$ cat src/rtl/vending_pkg.sv
// vending_pkg: shared state encoding and coin value constants for the vending controller
//   state_t      : IDLE / COLLECT / VEND / CHANGE
//   COIN_*       : face value of each detector pulse
//   MAX_COIN_SUM : largest credit one cycle of simultaneous pulses can add
package vending_pkg;
    typedef enum logic [1:0] {
        IDLE    = 2'd0,
        COLLECT = 2'd1,
        VEND    = 2'd2,
        CHANGE  = 2'd3
    } state_t;
    localparam int COIN_1       = 1;
    localparam int COIN_2       = 2;
    localparam int COIN_5       = 5;
    localparam int MAX_COIN_SUM = 8;
endpackage

$ cat src/rtl/vending_coin_sum.sv
// vending_coin_sum: combinational adder turning coin detector pulses into a credit value
//   i_1yuan, i_2yuan, i_5yuan : single-cycle coin pulses
//   o_sum                     : CRD_W-bit total value of the pulses present this cycle
module vending_coin_sum
    import vending_pkg::*;
#(
    parameter int CRD_W = 4
) (
    input  logic             i_1yuan,
    input  logic             i_2yuan,
    input  logic             i_5yuan,
    output logic [CRD_W-1:0] o_sum
);
    always_comb begin
        o_sum = (i_1yuan ? CRD_W'(COIN_1) : '0)
              + (i_2yuan ? CRD_W'(COIN_2) : '0)
              + (i_5yuan ? CRD_W'(COIN_5) : '0);
    end
endmodule

$ cat src/rtl/vending_change_fsm.sv
// vending_change_fsm: coin-operated vending controller with cancel/refund and valid/ready change port
//   i_clk, i_rst                : clock and synchronous active-high reset
//   i_1yuan, i_2yuan, i_5yuan   : coin detector pulses
//   i_cancel                    : refund request pulse
//   i_chg_ready                 : hopper takes the offered change coin this cycle
//   o_chg_valid, o_chg_coin     : change coin offered (coin 1 = 2 yuan, 0 = 1 yuan)
//   o_done                      : one-cycle vend pulse per sale
//   o_coin_reject               : one-cycle pulse for a coin returned while busy
//   o_credit                    : credit, or outstanding change while paying out
module vending_change_fsm
    import vending_pkg::*;
#(
    parameter int PRICE = 6,
    parameter int CRD_W = 4
) (
    input  logic             i_clk,
    input  logic             i_rst,
    input  logic             i_1yuan,
    input  logic             i_2yuan,
    input  logic             i_5yuan,
    input  logic             i_cancel,
    input  logic             i_chg_ready,
    output logic             o_chg_valid,
    output logic             o_chg_coin,
    output logic             o_done,
    output logic             o_coin_reject,
    output logic [CRD_W-1:0] o_credit
);
    localparam logic [CRD_W-1:0] PRICE_C = CRD_W'(PRICE);
    localparam logic [CRD_W-1:0] ONE_C   = CRD_W'(1);
    localparam logic [CRD_W-1:0] TWO_C   = CRD_W'(2);

    state_t           state_q, state_d;
    logic [CRD_W-1:0] credit_q, credit_d;
    logic [CRD_W-1:0] remain_q, remain_d;
    logic             done_q, done_d;
    logic             reject_q, reject_d;
    logic [CRD_W-1:0] coin_in;
    logic [CRD_W-1:0] sum;
    logic [CRD_W-1:0] remain_dec;
    logic             any_coin;

    vending_coin_sum #(.CRD_W(CRD_W)) u_coin_sum (
        .i_1yuan (i_1yuan),
        .i_2yuan (i_2yuan),
        .i_5yuan (i_5yuan),
        .o_sum   (coin_in)
    );

    always_ff @(posedge i_clk) begin
        if (i_rst) begin
            state_q  <= IDLE;
            credit_q <= '0;
            remain_q <= '0;
            done_q   <= 1'b0;
            reject_q <= 1'b0;
        end else begin
            state_q  <= state_d;
            credit_q <= credit_d;
            remain_q <= remain_d;
            done_q   <= done_d;
            reject_q <= reject_d;
        end
    end

    always_comb begin
        // credit stays below PRICE while collecting, so the sum fits in CRD_W bits
        sum        = credit_q + coin_in;
        any_coin   = i_1yuan | i_2yuan | i_5yuan;
        remain_dec = remain_q - ((remain_q >= TWO_C) ? TWO_C : ONE_C);
        state_d    = state_q;
        credit_d   = credit_q;
        remain_d   = remain_q;
        reject_d   = 1'b0;
        case (state_q)
            IDLE: begin
                if (coin_in != '0) begin
                    credit_d = coin_in;
                    state_d  = (coin_in >= PRICE_C) ? VEND : COLLECT;
                    remain_d = (coin_in >= PRICE_C) ? coin_in - PRICE_C : '0;
                end
            end
            COLLECT: begin
                // a sale reached in the same cycle as a cancel takes precedence
                if (sum >= PRICE_C) begin
                    state_d  = VEND;
                    credit_d = sum;
                    remain_d = sum - PRICE_C;
                end else if (i_cancel) begin
                    state_d  = CHANGE;
                    credit_d = '0;
                    remain_d = sum;
                end else begin
                    credit_d = sum;
                end
            end
            VEND: begin
                credit_d = '0;
                state_d  = (remain_q != '0) ? CHANGE : IDLE;
                reject_d = any_coin;
            end
            CHANGE: begin
                reject_d = any_coin;
                if (i_chg_ready) begin
                    remain_d = remain_dec;
                    state_d  = (remain_dec == '0) ? IDLE : CHANGE;
                end
            end
            default: state_d = IDLE;
        endcase
        done_d = (state_d == VEND);
    end

    always_comb begin
        o_done        = done_q;
        o_coin_reject = reject_q;
        o_chg_valid   = (state_q == CHANGE);
        o_chg_coin    = (state_q == CHANGE) && (remain_q >= TWO_C);
        o_credit      = (state_q == CHANGE) ? remain_q : credit_q;
    end
endmodule
$ cat config.mk
export PLATFORM = sky130hd
export DESIGN_NAME = vending_change_fsm
export DESIGN_NICKNAME = d
export VERILOG_FILES = /design/src/rtl/vending_pkg.sv /design/src/rtl/vending_coin_sum.sv /design/src/rtl/vending_change_fsm.sv
export SDC_FILE = /design/constraint.sdc
export NUM_CORES = 1
export LEC_CHECK = 0
export BUFFER_PORTS_ARGS = -buffer_cell sky130_fd_sc_hd__clkbuf_2
export CORE_MARGIN = 1.5
export CORE_UTILIZATION = 47
export DETAILED_ROUTE_END_ITERATION = 12
export PLACE_DENSITY = 0.7
export REMOVE_ABC_BUFFERS = 1
export SLEW_MARGIN = 10
export SYNTH_ARGS = -nofsm -noshare
export SYNTH_HDL_FRONTEND = slang
export SYNTH_SLANG_ARGS = --single-unit
$ cat constraint.sdc
create_clock -name i_clk -period 2.55 [get_ports i_clk]
set_input_delay 0.1275 -clock i_clk [delete_from_list [all_inputs] [get_ports i_clk]]
set_output_delay 0.1275 -clock i_clk [all_outputs]
set_load 0.01 [all_outputs]
==> results of run 1 <==
-- synth_stat cells (2+ instances only) --
cell type                   instances
sky130_fd_sc_hd__o221ai_1           2
sky130_fd_sc_hd__or3_1              2
sky130_fd_sc_hd__mux2_2             3
sky130_fd_sc_hd__nand3_1            3
sky130_fd_sc_hd__fa_1               2
sky130_fd_sc_hd__nor3_1             5
sky130_fd_sc_hd__o21bai_1           4
sky130_fd_sc_hd__xnor2_1            2
sky130_fd_sc_hd__o21ai_0            7
sky130_fd_sc_hd__o311ai_1           3
sky130_fd_sc_hd__o31ai_1            2
sky130_fd_sc_hd__a311oi_1           3
sky130_fd_sc_hd__a21oi_1            6
sky130_fd_sc_hd__clkbuf_1           2
sky130_fd_sc_hd__inv_1             14
sky130_fd_sc_hd__nand2b_1           2
sky130_fd_sc_hd__and4_1             2
sky130_fd_sc_hd__ha_1              16
sky130_fd_sc_hd__o2111ai_1          2
sky130_fd_sc_hd__and3_1             5
sky130_fd_sc_hd__a31oi_1            8
sky130_fd_sc_hd__nand2_1           10
sky130_fd_sc_hd__dfxtp_1           12
sky130_fd_sc_hd__nor2_1            13
-- routing by layer --
metal | GRT usage [%] | vias to the layer above | wire length (um)
met1 | 35.5 | 668 | 1550
met5 | 0 | - | 0
met3 | 3.49 | 8 | 307
met4 | 8.13 | 0 | 49
met2 | 48.2 | 56 | 1830
li1 | - | 681 | -
-- per-stage QoR --
step	cells	TNS, ns
CTS	222	0
global route	223	-0.0278
floorplan	153	-0.100
global placement	219	-0.212
finish	223	0
detailed placement	219	-0.740
-- kinds of logic (layout without fill, tap and decap cells) --
group / count (synthesis) / after routing
and+or+nand+nor: 50 / 50
adders and majority gates: 18 / 18
muxes: 5 / 5
AOI/OAI and AO/OA: 51 / 51
buffers and inverters: 17 / 54
xor gates and xnor gates: 3 / 3
DFF: 12 / 12
-- final timing paths --
kind	slack, ns	startpoint	end	cells past startpoint
setup reg to reg	0.16	credit_q[0]	remain_q[3]	9
hold / removal	0.14	i_rst	credit_q[1]	2
setup / recovery	0.13	i_1yuan	remain_q[3]	10
hold reg to reg	0.54	credit_q[0]	credit_q[0]	2
-- where the power goes --
part | internal, uW | switching [uW] | leakage (uW) | total (uW)
sequential | 264 | 79.4 | 0.0000989 | 343
clock | 54.6 | 68.5 | 0.0000138 | 123
combinational | 653 | 809 | 0.000592 | 1460
total | 971 | 957 | 0.000705 | 1930
-- cell type report --
type | count | area share, %
Inverter | 14 | 3.29
Clock buffer | 3 | 1.41
Timing Repair Buffer | 37 | 15.2
Sequential cell | 12 | 15.1
Multi-Input combinational cell | 127 | 62.7
Tap cell | 30 | 2.35
-- sequential cells by signal, summed over array words and instances, names as in the netlist --
| signal | flops |
|---|---|
| credit_q | 4 |
| o_coin_reject | 1 |
| o_done | 1 |
| remain_q | 4 |
| state_q | 2 |
-- worst reg2reg max path: stages (launching register included) --
cell	delay [ns]
sky130_fd_sc_hd__dfxtp_1	0.37
sky130_fd_sc_hd__ha_1	0.20
sky130_fd_sc_hd__inv_1	0.07
sky130_fd_sc_hd__fa_1	0.41
sky130_fd_sc_hd__xor2_2	0.18
sky130_fd_sc_hd__inv_1	0.08
sky130_fd_sc_hd__ha_1	0.20
sky130_fd_sc_hd__or3_1	0.34
sky130_fd_sc_hd__mux2_4	0.28
sky130_fd_sc_hd__a31oi_1	0.18
-- timing repair --
item,4_1_cts,5_1_grt
setup endpoints to repair,0,5
resized for setup,0,5
setup buffers,0,1
==> summary.txt, run 1 <==
Logic synthesis
  – Count of mapped cells out of synthesis: around 160
  – Largest cells by area after synthesis: sky130_fd_sc_hd__dfxtp_1 19%, sky130_fd_sc_hd__ha_1 16%, sky130_fd_sc_hd__inv_1 4.1%
  – Post-synthesis xor/xnor area fraction: around 2.1%
  – Number of enable flip-flop cells after synthesis: 0
  – Cell type with the highest aggregate area in the netlist: sky130_fd_sc_hd__dfxtp_1
  – Async set or reset register ratio after synthesis: 0%
  – Portion of netlist area occupied by mux cells: 4.60%
  – Post-Syn Area per Cell: 8.19 sq um
  – Synthesized-area fraction occupied by and/or/nand/nor cells: 21.2%
  – Arithmetic-cell share of the synthesized area counting full adders, half adders and majority gates: a little under a fifth
  – FF+latch count, synth: 12
  – Post-synthesis cell area: roughly 1300 sq um
  – Share of the synthesized area in the top cell type: 18.8%
  – Seq/Total Area, Yosys: a little under a fifth
  – Complex-gate fraction of the synthesized area: 29.0%
  – Combinational family with the most area after synthesis: compound AO/OA/AOI/OAI gates
  – Post-synth top flop: sky130_fd_sc_hd__dfxtp_1
  – Unique cell type count in the Yosys netlist: 50
  – Yosys warnings: 0

Cells and area
  – Storage cell area: 240 sq um
  – Post-layout nets: 220
  – Post-route core utilization: 63.2%
  – Area used by multi-input combinational logic: about 1000 sq um
  – Growth of design area from synthesis to finish: 24.9%
  – Area of all placed cells without fillers: around 1600 sq um
  – Most common cell after layout, fill and taps aside: sky130_fd_sc_hd__buf_4
  – Number of inserted filler cells in the final layout: about 230
  – Leading cell types in the layout, fill and taps excluded: 23 x sky130_fd_sc_hd__buf_4, 16 x sky130_fd_sc_hd__ha_1, 14 x sky130_fd_sc_hd__inv_1, 14 x sky130_fd_sc_hd__clkbuf_2, 13 x sky130_fd_sc_hd__nor2_1
  – Antenna diode count: 0
  – Layout cell share with drive strength beyond 1: between 20% and 30%

Route
  – Number of iterations in the first detailed-routing pass: 4
  – Total number of vias: about 1400
  – Count of antenna-violating nets left after detailed routing: 0
  – Number of vias per cell after detailed routing: around 6.3
  – Wirelength, routed: 3.74 mm
  – Wire length per cell after detailed routing: about 17 um
  – Number of remaining DRC errors: 0
  – DRT iter0 DRCs: between 70 and 80

STA
  – Min Clock Period, post-route: ~2.4 ns
  – Worst Hold Slack: approximately 0.14 ns
  – Hold Fails Final Rpt: 0
  – Achievable Freq: 0.414 GHz
  – Final worst clock skew: just over 0.009 ns
  – Min setup slack post-route: ~0.13 ns
  – Number of setup violations in the final report: 0
  – Post-route fraction of the period consumed by the critical path: 94.8%
  – Final Max Slew Viols: 0
  – Transition at the pin with the smallest max-transition slack: approximately 0.51 ns
  – Worst slew slack as a fraction of its limit: between 60 and 70%

Clock tree
  – Root buf cell: sky130_fd_sc_hd__clkbuf_4
  – CTS tree: done
  – CTS clk-pin slew, worst paths: 0.09 ns
  – Number of sinks handled by clock tree synthesis: 12
  – Hold bufs inserted after CTS: 0
  – Skew-Pair Late Insertion Delay: about 0.28 ns
  – Maximum buffer depth of the clock tree: 2
  – CTS HTree Levels: 1
  – Num CTS Buffers: 3

Power
  – Pwr dens: between 1000 and 1500 nW/um^2
  – Lkg Pwr: between 0.0007 and 0.0008 uW
  – Final Total Pwr: 1930 uW
  – Worst vdd rail ir drop: 0.000694 V

Floorplan
  – Core box area: about 2500 sq um
  – Number of primary I/O pins: 15
  – Starting density of the core: ~51%
  – Die height: 55.1 um
  – Horizontal die dimension: 55.1 um
  – FP Rows: 18
  – Total die area: about 3000 sq um

Global routing
  – Global-route usage over all layers: roughly 28%
  – GRT Residual Overflow: 0
  – Via count of the first global-routing pass: between 1000 and 1500
  – First-pass GRT wire length: between 5 and 6 mm
  – Pin count of the biggest net entering global routing: 15
  – Initial antenna violation count: 0

Worst setup path
  – Crit. End Element: flop
  – Required time reported for the critical path endpoint: roughly 2.7 ns
  – Data arrival time at the worst-slack endpoint: approximately 2.6 ns
  – Cell occurring most often along the worst timing path: sky130_fd_sc_hd__ha_1
  – Series of cell instances along the critical path: clkbuf_2 > ha_1 > ha_1 > ha_1 > a211oi_1 > buf_4 > or4_4 > a311o_1 > o311ai_2 > a31oi_1
  – Largest stage delay on the critical path: ~0.50 ns
  – Type of origin of the critical path: input port
  – Buffers plus inverters on the worst setup path: 2
  – Cell with the biggest individual delay on the critical path: sky130_fd_sc_hd__or4_4
  – Cell family with the largest share of critical-path delay: compound AO/OA/AOI/OAI gates
  – Critical path start-end classification: in -> reg
  – Worst Path Max Fanout: 5

Place
  – HPWL Detailed: about 3.0 mm
  – Worst-case setup slack after placement: -0.177 ns
  – Routability-driven placement congestion ratio: between 1 and 1.5
  – Area after detailed placement: between 1500 and 2000 sq um
  – Port bufs: 14

Run status
  – Status: finished, final reports clean

Min path
  – Hold crit path type: in -> reg

Job
  – Maximum Capacitance Violations: 0
No activity file was read; power rests on OpenSTA's default activity.
==> run 2: changes to the inputs <==
--- a/config.mk
+++ b/config.mk
@@ -7,10 +7,11 @@
 export LEC_CHECK = 0
 export BUFFER_PORTS_ARGS = -buffer_cell sky130_fd_sc_hd__clkbuf_2
 export CORE_MARGIN = 1.5
-export CORE_UTILIZATION = 47
+export CORE_UTILIZATION = 45
 export DETAILED_ROUTE_END_ITERATION = 12
-export PLACE_DENSITY = 0.7
+export PLACE_DENSITY = 0.68
 export REMOVE_ABC_BUFFERS = 1
+export SKIP_LAST_GASP = 1
 export SLEW_MARGIN = 10
 export SYNTH_ARGS = -nofsm -noshare
 export SYNTH_HDL_FRONTEND = slang
==> run 2 against run 1 <==
Clock skew is 0.0087 ns lower; die area increased by 4.2%; critical path depth grew 2; critical path type unchanged; largest cell class unchanged; highest routed layer unchanged.
==> summary.txt, run 2 (synthesized netlist as in run 1, its figures left out) <==
Clock tree
  – CTS HTree Levels: 1 (unchanged)
  – Skew-Pair Late Insertion Delay: 0.29 ns (was 0.28 ns)
  – Maximum buffer depth of the clock tree: 2 (unchanged)
  – Num CTS Buffers: 3 (unchanged)
  – Setup Fix Bufs, Post-CTS: 0 (unchanged)
  – CTS tree: done (unchanged)
  – Hold bufs inserted after CTS: 0 (unchanged)
  – Number of sinks handled by clock tree synthesis: 12 (unchanged)
  – Root buf cell: sky130_fd_sc_hd__clkbuf_4 (unchanged)
  – CTS clk-pin slew, worst paths: 0.09 ns (about the same)

Place
  – HPWL Detailed: 2.88 mm (was 3.00 mm)
  – Port bufs: 14 (unchanged)
  – # placed instances: 218 (was 219)
  – Routability-driven placement congestion ratio: 0.878 (was 1.04)
  – Worst-case setup slack after placement: -0.129 ns (was -0.177 ns)
  – Area after detailed placement: 1520 sq um (was 1530 sq um)

Route
  – Number of remaining DRC errors: 0 (unchanged)
  – Wire length per cell after detailed routing: 16.5 um (was 16.8 um)
  – Total number of vias: 1433 (was 1413)
  – Number of vias per cell after detailed routing: 6.45 (was 6.34)
  – Number of iterations in the first detailed-routing pass: 5 (was 4)
  – Wirelength, routed: 3.67 mm (was 3.74 mm)
  – Count of antenna-violating nets left after detailed routing: 0 (unchanged)
  – DRT iter0 DRCs: 77 (was 76)

Cells and area
  – Growth of design area from synthesis to finish: 23.0% (was 24.9%)
  – Final cell count without fillers: 222 (was 223)
  – Area of all placed cells without fillers: 1570 sq um (was 1600 sq um)
  – Layout cell share with drive strength beyond 1: 25.7% (was 28.0%)
  – Most common cell after layout, fill and taps aside: sky130_fd_sc_hd__buf_4 (unchanged)
  – Antenna diode count: 0 (unchanged)
  – Post-layout nets: 217 (was 220)
  – Largest registers ranked by flip-flop count: credit_q x4, remain_q x4, state_q x2 (unchanged)
  – Leading cell types in the layout, fill and taps excluded: 20 x sky130_fd_sc_hd__buf_4, 16 x sky130_fd_sc_hd__ha_1, 14 x sky130_fd_sc_hd__inv_1, 14 x sky130_fd_sc_hd__clkbuf_2, 13 x sky130_fd_sc_hd__nor2_1 (was 23 x sky130_fd_sc_hd__buf_4, 16 x sky130_fd_sc_hd__ha_1, 14 x sky130_fd_sc_hd__inv_1, 14 x sky130_fd_sc_hd__clkbuf_2, 13 x sky130_fd_sc_hd__nor2_1)

Global routing
  – First-pass GRT wire length: 5.89 mm (was 5.83 mm)
  – Initial antenna violation count: 0 (unchanged)
  – GRT Residual Overflow: 0 (unchanged)
  – Grt met3 use: 5.99% (was 3.49%)
  – Via count of the first global-routing pass: 1249 (was 1272)
  – Met1 track demand over resource in global routing: 31.9% (was 35.5%)
  – Pin count of the biggest net entering global routing: 15 (unchanged)
  – Global-route usage over all layers: 23.8% (was 27.7%)
  – Most Crowded Layer GR: met2 (unchanged)
  – Global routing usage on met2: 38.7% (was 48.2%)

Power
  – Worst vdd rail ir drop: 0.00105 V (was 0.000694 V)
  – Pwr dens: 1200 nW/um^2 (was 1210 nW/um^2)
  – Lkg Pwr: 0.000693 uW (was 0.000705 uW)
  – Final Total Pwr: 1890 uW (was 1930 uW)

Worst setup path
  – Data arrival time at the worst-slack endpoint: 2.60 ns (was 2.55 ns)
  – Cell with the biggest individual delay on the critical path: sky130_fd_sc_hd__or4b_4 (was sky130_fd_sc_hd__or4_4)
  – Critical path start-end classification: in -> reg (unchanged)
  – Crit. End Element: flop (unchanged)
  – Series of cell instances along the critical path: clkbuf_2 > ha_1 > ha_1 > xnor2_1 > inv_1 > ha_1 > nor2_1 > or4b_4 > a311oi_1 > buf_4 > a21oi_1 > o31ai_1 (was clkbuf_2 > ha_1 > ha_1 > ha_1 > a211oi_1 > buf_4 > or4_4 > a311o_1 > o311ai_2 > a31oi_1)
  – Cell occurring most often along the worst timing path: sky130_fd_sc_hd__ha_1 (unchanged)
  – Required time reported for the critical path endpoint: 2.73 ns (was 2.69 ns)
  – Type of origin of the critical path: input port (unchanged)
  – Worst Path Max Fanout: 5 (unchanged)
  – Largest stage delay on the critical path: 0.51 ns (was 0.50 ns)

Floorplan
  – Number of primary I/O pins: 15 (unchanged)
  – Starting density of the core: 46.7% (was 50.6%)
  – Total die area: 3170 sq um (was 3040 sq um)
  – Die height: 56.3 um (was 55.1 um)
  – FP Rows: 19 (was 18)
  – Horizontal die dimension: 56.3 um (was 55.1 um)
  – Core box area: 2730 sq um (was 2520 sq um)

STA
  – Worst Hold Slack: 0.127 ns (was 0.138 ns)
  – Final worst clock skew: 0.000613 ns (was 0.00933 ns)
  – Hold Fails Final Rpt: 0 (unchanged)
  – Number of setup violations in the final report: 0 (unchanged)
  – Transition at the pin with the smallest max-transition slack: 0.506 ns (was 0.510 ns)
  – Achievable Freq: 0.414 GHz (about the same)
  – Min Clock Period, post-route: 2.42 ns (about the same)
  – Min setup slack post-route: 0.134 ns (was 0.133 ns)
  – RSZ-0062 raised after global routing: no
  – Post-route fraction of the period consumed by the critical path: 94.7% (was 94.8%)
  – Worst slew slack as a fraction of its limit: 66.1% (was 65.9%)
  – Final Max Slew Viols: 0 (unchanged)

Run status
  – Status: finished, final reports clean (unchanged)

Min path
  – Hold crit path type: in -> reg (unchanged)

Job
  – Maximum Capacitance Violations: 0 (unchanged)
## run 2: final cells by class
| class | count | area [sq um] |
|---|---|---|
| multi-input cells | 127 | 983 |
| fillers | 240 | 1160 |
| repair buffers | 34 | 220 |
| flip-flops and latches | 12 | 240 |
| inverters | 14 | 52.6 |
| well taps | 31 | 38.8 |
| clock buffers | 4 | 36.3 |
## run 2: what timing repair did
item | in CTS | in global routing
endpoints found under the setup margin | 1 | 1
resized for setup | 1 | 2
pin swaps | 0 | 0
## run 2: worst paths after layout
| path | start | endpoint | slack [ns] | cells after the start |
|---|---|---|---|---|
| setup / recovery | i_1yuan | remain_q[0] | 0.13 | 12 |
| hold / removal | i_rst | credit_q[1] | 0.13 | 2 |
| setup reg to reg | remain_q[1] | o_done | 0.22 | 9 |
| hold reg to reg | credit_q[1] | credit_q[1] | 0.57 | 2 |
## run 2: worst max-delay path, delay by kind of cell
kind | cells | cell delay [ns]
adders and majority gates | 3 | 0.69
AOI/OAI and AO/OA | 3 | 0.66
xor gates and xnor gates | 1 | 0.19
buffers and inverters | 3 | 0.33
and+or+nand+nor | 2 | 0.59
## run 2: power by group
group / internal (uW) / switching (uW) / leakage, uW
Combinational: 597 / 782 / 0.000573
Sequential: 264 / 85.6 / 0.0000989
Clock: 87.0 / 77.5 / 0.0000210
## run 2: metal layers
layer  up-vias  routed length, um
met5         -                  0
li1        675                  -
met1       667               1490
met3         2                390
met2        89               1760
met4         0                 21
## run 2: metrics by stage
stage | setup TNS [ns] | util, %
after global routing | 0 | 57.5
after CTS | 0 | 57.0
final | 0 | 57.5
after detailed placement | -0.645 | 55.5
after global placement | -0.236 | 55.5
after floorplan | -0.100 | -
==> run 3: changes to the inputs <==
--- a/config.mk
+++ b/config.mk
@@ -8,6 +8,7 @@
 export BUFFER_PORTS_ARGS = -buffer_cell sky130_fd_sc_hd__clkbuf_2
 export CORE_MARGIN = 1.5
 export CORE_UTILIZATION = 45
+export CTS_BUF_LIST = sky130_fd_sc_hd__clkbuf_8
 export DETAILED_ROUTE_END_ITERATION = 12
 export PLACE_DENSITY = 0.68
 export REMOVE_ABC_BUFFERS = 1
==> run 3 against run 2 <==
Final cell count unchanged; wire length up 0.55%; sequential share of layout area down 0.19 points; setup slack worse by 0.049 ns; critical path type unchanged; clock power up 33%.
==> summary.txt, run 3 (synthesized netlist as in run 1, its figures left out) <==
Worst setup path
  – Destination of the worst register-to-register timing path: o_done (unchanged)
  – Worst R2R Path Depth: 9 (unchanged)
  – Crit Reg-Reg Startpoint: remain_q[1] (unchanged)
  – Critical path start-end classification: in -> reg (unchanged)
  – Required time reported for the critical path endpoint: 2.69 ns (was 2.73 ns)
  – Worst Path Max Fanout: 5 (unchanged)
  – Setup slack, reg-to-reg: 0.20 ns (was 0.22 ns)
  – Data arrival time at the worst-slack endpoint: 2.61 ns (was 2.60 ns)
  – Crit. End Element: flop (unchanged)
  – Type of origin of the critical path: input port (unchanged)

Route
  – Wirelength, routed: 3.69 mm (was 3.67 mm)
  – Number of vias per cell after detailed routing: 6.46 (was 6.45)
  – Total number of vias: 1434 (was 1433)
  – Number of iterations in the first detailed-routing pass: 4 (was 5)
  – Count of antenna-violating nets left after detailed routing: 0 (unchanged)
  – Wire length per cell after detailed routing: 16.6 um (was 16.5 um)
  – Number of remaining DRC errors: 0 (unchanged)
  – DRT iter0 DRCs: 75 (was 77)

Cells and area
  – Layout cell share with drive strength beyond 1: 26.2% (was 25.7%)
  – Growth of design area from synthesis to finish: 24.6% (was 23.0%)
  – Antenna diode count: 0 (unchanged)
  – Most common cell after layout, fill and taps aside: sky130_fd_sc_hd__buf_4 (unchanged)
  – Largest registers ranked by flip-flop count: credit_q x4, remain_q x4, state_q x2 (unchanged)
  – Leading cell types in the layout, fill and taps excluded: 20 x sky130_fd_sc_hd__buf_4, 16 x sky130_fd_sc_hd__ha_1, 14 x sky130_fd_sc_hd__inv_1, 14 x sky130_fd_sc_hd__clkbuf_2, 13 x sky130_fd_sc_hd__nor2_1 (unchanged)
  – Post-layout nets: 217 (unchanged)

Power
  – Pwr dens: 1230 nW/um^2 (was 1200 nW/um^2)
  – Worst vdd rail ir drop: 0.00110 V (was 0.00105 V)
  – Lkg Pwr: 0.000700 uW (was 0.000693 uW)

Clock tree
  – Number of sinks handled by clock tree synthesis: 12 (unchanged)
  – Maximum buffer depth of the clock tree: 2 (unchanged)
  – Hold bufs inserted after CTS: 0 (unchanged)
  – Setup Fix Bufs, Post-CTS: 0 (unchanged)
  – CTS HTree Levels: 1 (unchanged)
  – CTS-repair resized insts: 0 (was 1)
  – CTS clk-pin slew, worst paths: 0.06 ns (was 0.09 ns)
  – Num CTS Buffers: 3 (unchanged)
  – CTS tree: done (unchanged)
  – Skew-Pair Late Insertion Delay: 0.25 ns (was 0.29 ns)
  – Root buf cell: sky130_fd_sc_hd__clkbuf_8 (was sky130_fd_sc_hd__clkbuf_4)

Min path
  – Hold crit path type: in -> reg (unchanged)
  – Hold path startpoint: i_rst (unchanged)
  – Endpoint of the worst hold-timing path: credit_q[1] (unchanged)
  – Worst Hold Path Cells: 2 (unchanged)

Global routing
  – Initial antenna violation count: 0 (unchanged)
  – Via count of the first global-routing pass: 1253 (was 1249)
  – Pin count of the biggest net entering global routing: 15 (unchanged)
  – Global-route usage over all layers: 23.7% (was 23.8%)
  – GRT Residual Overflow: 0 (unchanged)
  – First-pass GRT wire length: 5.88 mm (was 5.89 mm)

STA
  – Worst slew slack as a fraction of its limit: 66.0% (was 66.1%)
  – Hold Fails Final Rpt: 0 (unchanged)
  – RSZ-0062 raised after global routing: no (unchanged)
  – Transition at the pin with the smallest max-transition slack: 0.504 ns (was 0.506 ns)
  – Post-route fraction of the period consumed by the critical path: 96.7% (was 94.7%)
  – Sum Neg Setup Slack: 0 ns (unchanged)
  – Achievable Freq: 0.406 GHz (was 0.414 GHz)
  – Number of setup violations in the final report: 0 (unchanged)
  – Min setup slack post-route: 0.0845 ns (was 0.134 ns)
  – Min Clock Period, post-route: 2.47 ns (was 2.42 ns)
  – Final Max Slew Viols: 0 (unchanged)
  – Final worst clock skew: 0.000981 ns (was 0.000613 ns)

Floorplan
  – Total die area: 3170 sq um (unchanged)
  – Die height: 56.3 um (unchanged)
  – Number of primary I/O pins: 15 (unchanged)
  – Horizontal die dimension: 56.3 um (unchanged)
  – Core box area: 2730 sq um (unchanged)
  – Starting density of the core: 46.7% (unchanged)
  – FP Rows: 19 (unchanged)

Place
  – HPWL Detailed: 2.88 mm (unchanged)
  – Worst-case setup slack after placement: -0.129 ns (unchanged)
  – Port bufs: 14 (unchanged)
  – Routability-driven placement congestion ratio: 0.878 (unchanged)

Run status
  – Status: finished, final reports clean (unchanged)

Job
  – Maximum Capacitance Violations: 0 (unchanged)
## run 3: worst max path at each step
| stage | from | endpoint | slack (ns) | cells after the start |
|---|---|---|---|---|
| floorplan | i_1yuan | credit_q[2] | -0.09 | 10 |
| global placement | i_1yuan | remain_q[0] | -0.11 | 11 |
| detailed placement | i_1yuan | remain_q[0] | -0.13 | 12 |
| CTS | remain_q[1] | o_done | 0.002 | 9 |
| global route | i_1yuan | remain_q[0] | 0.0007 | 12 |
| finish | i_1yuan | remain_q[0] | 0.08 | 12 |
## run 3: cell type report
cell class                      instances  area [sq um]
Fill cell                             236          1140
Multi-Input combinational cell        127           985
Sequential cell                        12           240
Timing Repair Buffer                   34           220
Clock buffer                            4          55.1
Inverter                               14          52.6
Tap cell                               31          38.8
## run 3: worst max-delay path: stages
cell                       delay, ns
sky130_fd_sc_hd__clkbuf_2       0.09
sky130_fd_sc_hd__ha_1           0.21
sky130_fd_sc_hd__ha_1           0.19
sky130_fd_sc_hd__xnor2_1        0.19
sky130_fd_sc_hd__inv_1          0.08
sky130_fd_sc_hd__ha_1           0.29
sky130_fd_sc_hd__nor2_1         0.08
sky130_fd_sc_hd__or4b_4         0.50
sky130_fd_sc_hd__a311oi_1       0.25
sky130_fd_sc_hd__buf_4          0.16
sky130_fd_sc_hd__a21oi_1        0.13
sky130_fd_sc_hd__o31ai_1        0.29
## run 3: stage by stage
| step | instance area (sq um) | hold WS (ns) | total power (uW) | std cells | util, % |
|---|---|---|---|---|---|
| after floorplan | 1260 | 0.200 | 1210 | 153 | - |
| final | 1590 | 0.169 | 1950 | 222 | 58.2 |
| after CTS | 1570 | 0.166 | 1900 | 222 | 57.5 |
| after global routing | 1590 | 0.169 | 2110 | 222 | 58.2 |
| after global placement | 1520 | 0.406 | 1630 | 218 | 55.5 |
| after detailed placement | 1520 | 0.422 | 1680 | 218 | 55.5 |
## run 3: routing by layer
layer | global-route usage (%) | routed length (um) | part of all wire (%) | vias to the layer above
met1 | 31.7 | 1540 | 42 | 672
met2 | 38.2 | 1770 | 48 | 75
met4 | 6.46 | 50 | 1.4 | 0
met3 | 5.99 | 323 | 8.8 | 10
li1 | - | - | - | 677
met5 | 0 | 0 | 0 | -
## run 3: where the power goes
group          switching, uW  total, uW  internal, uW
combinational            784       1380           599
clock                   81.8        219           137
sequential              85.2        350           264
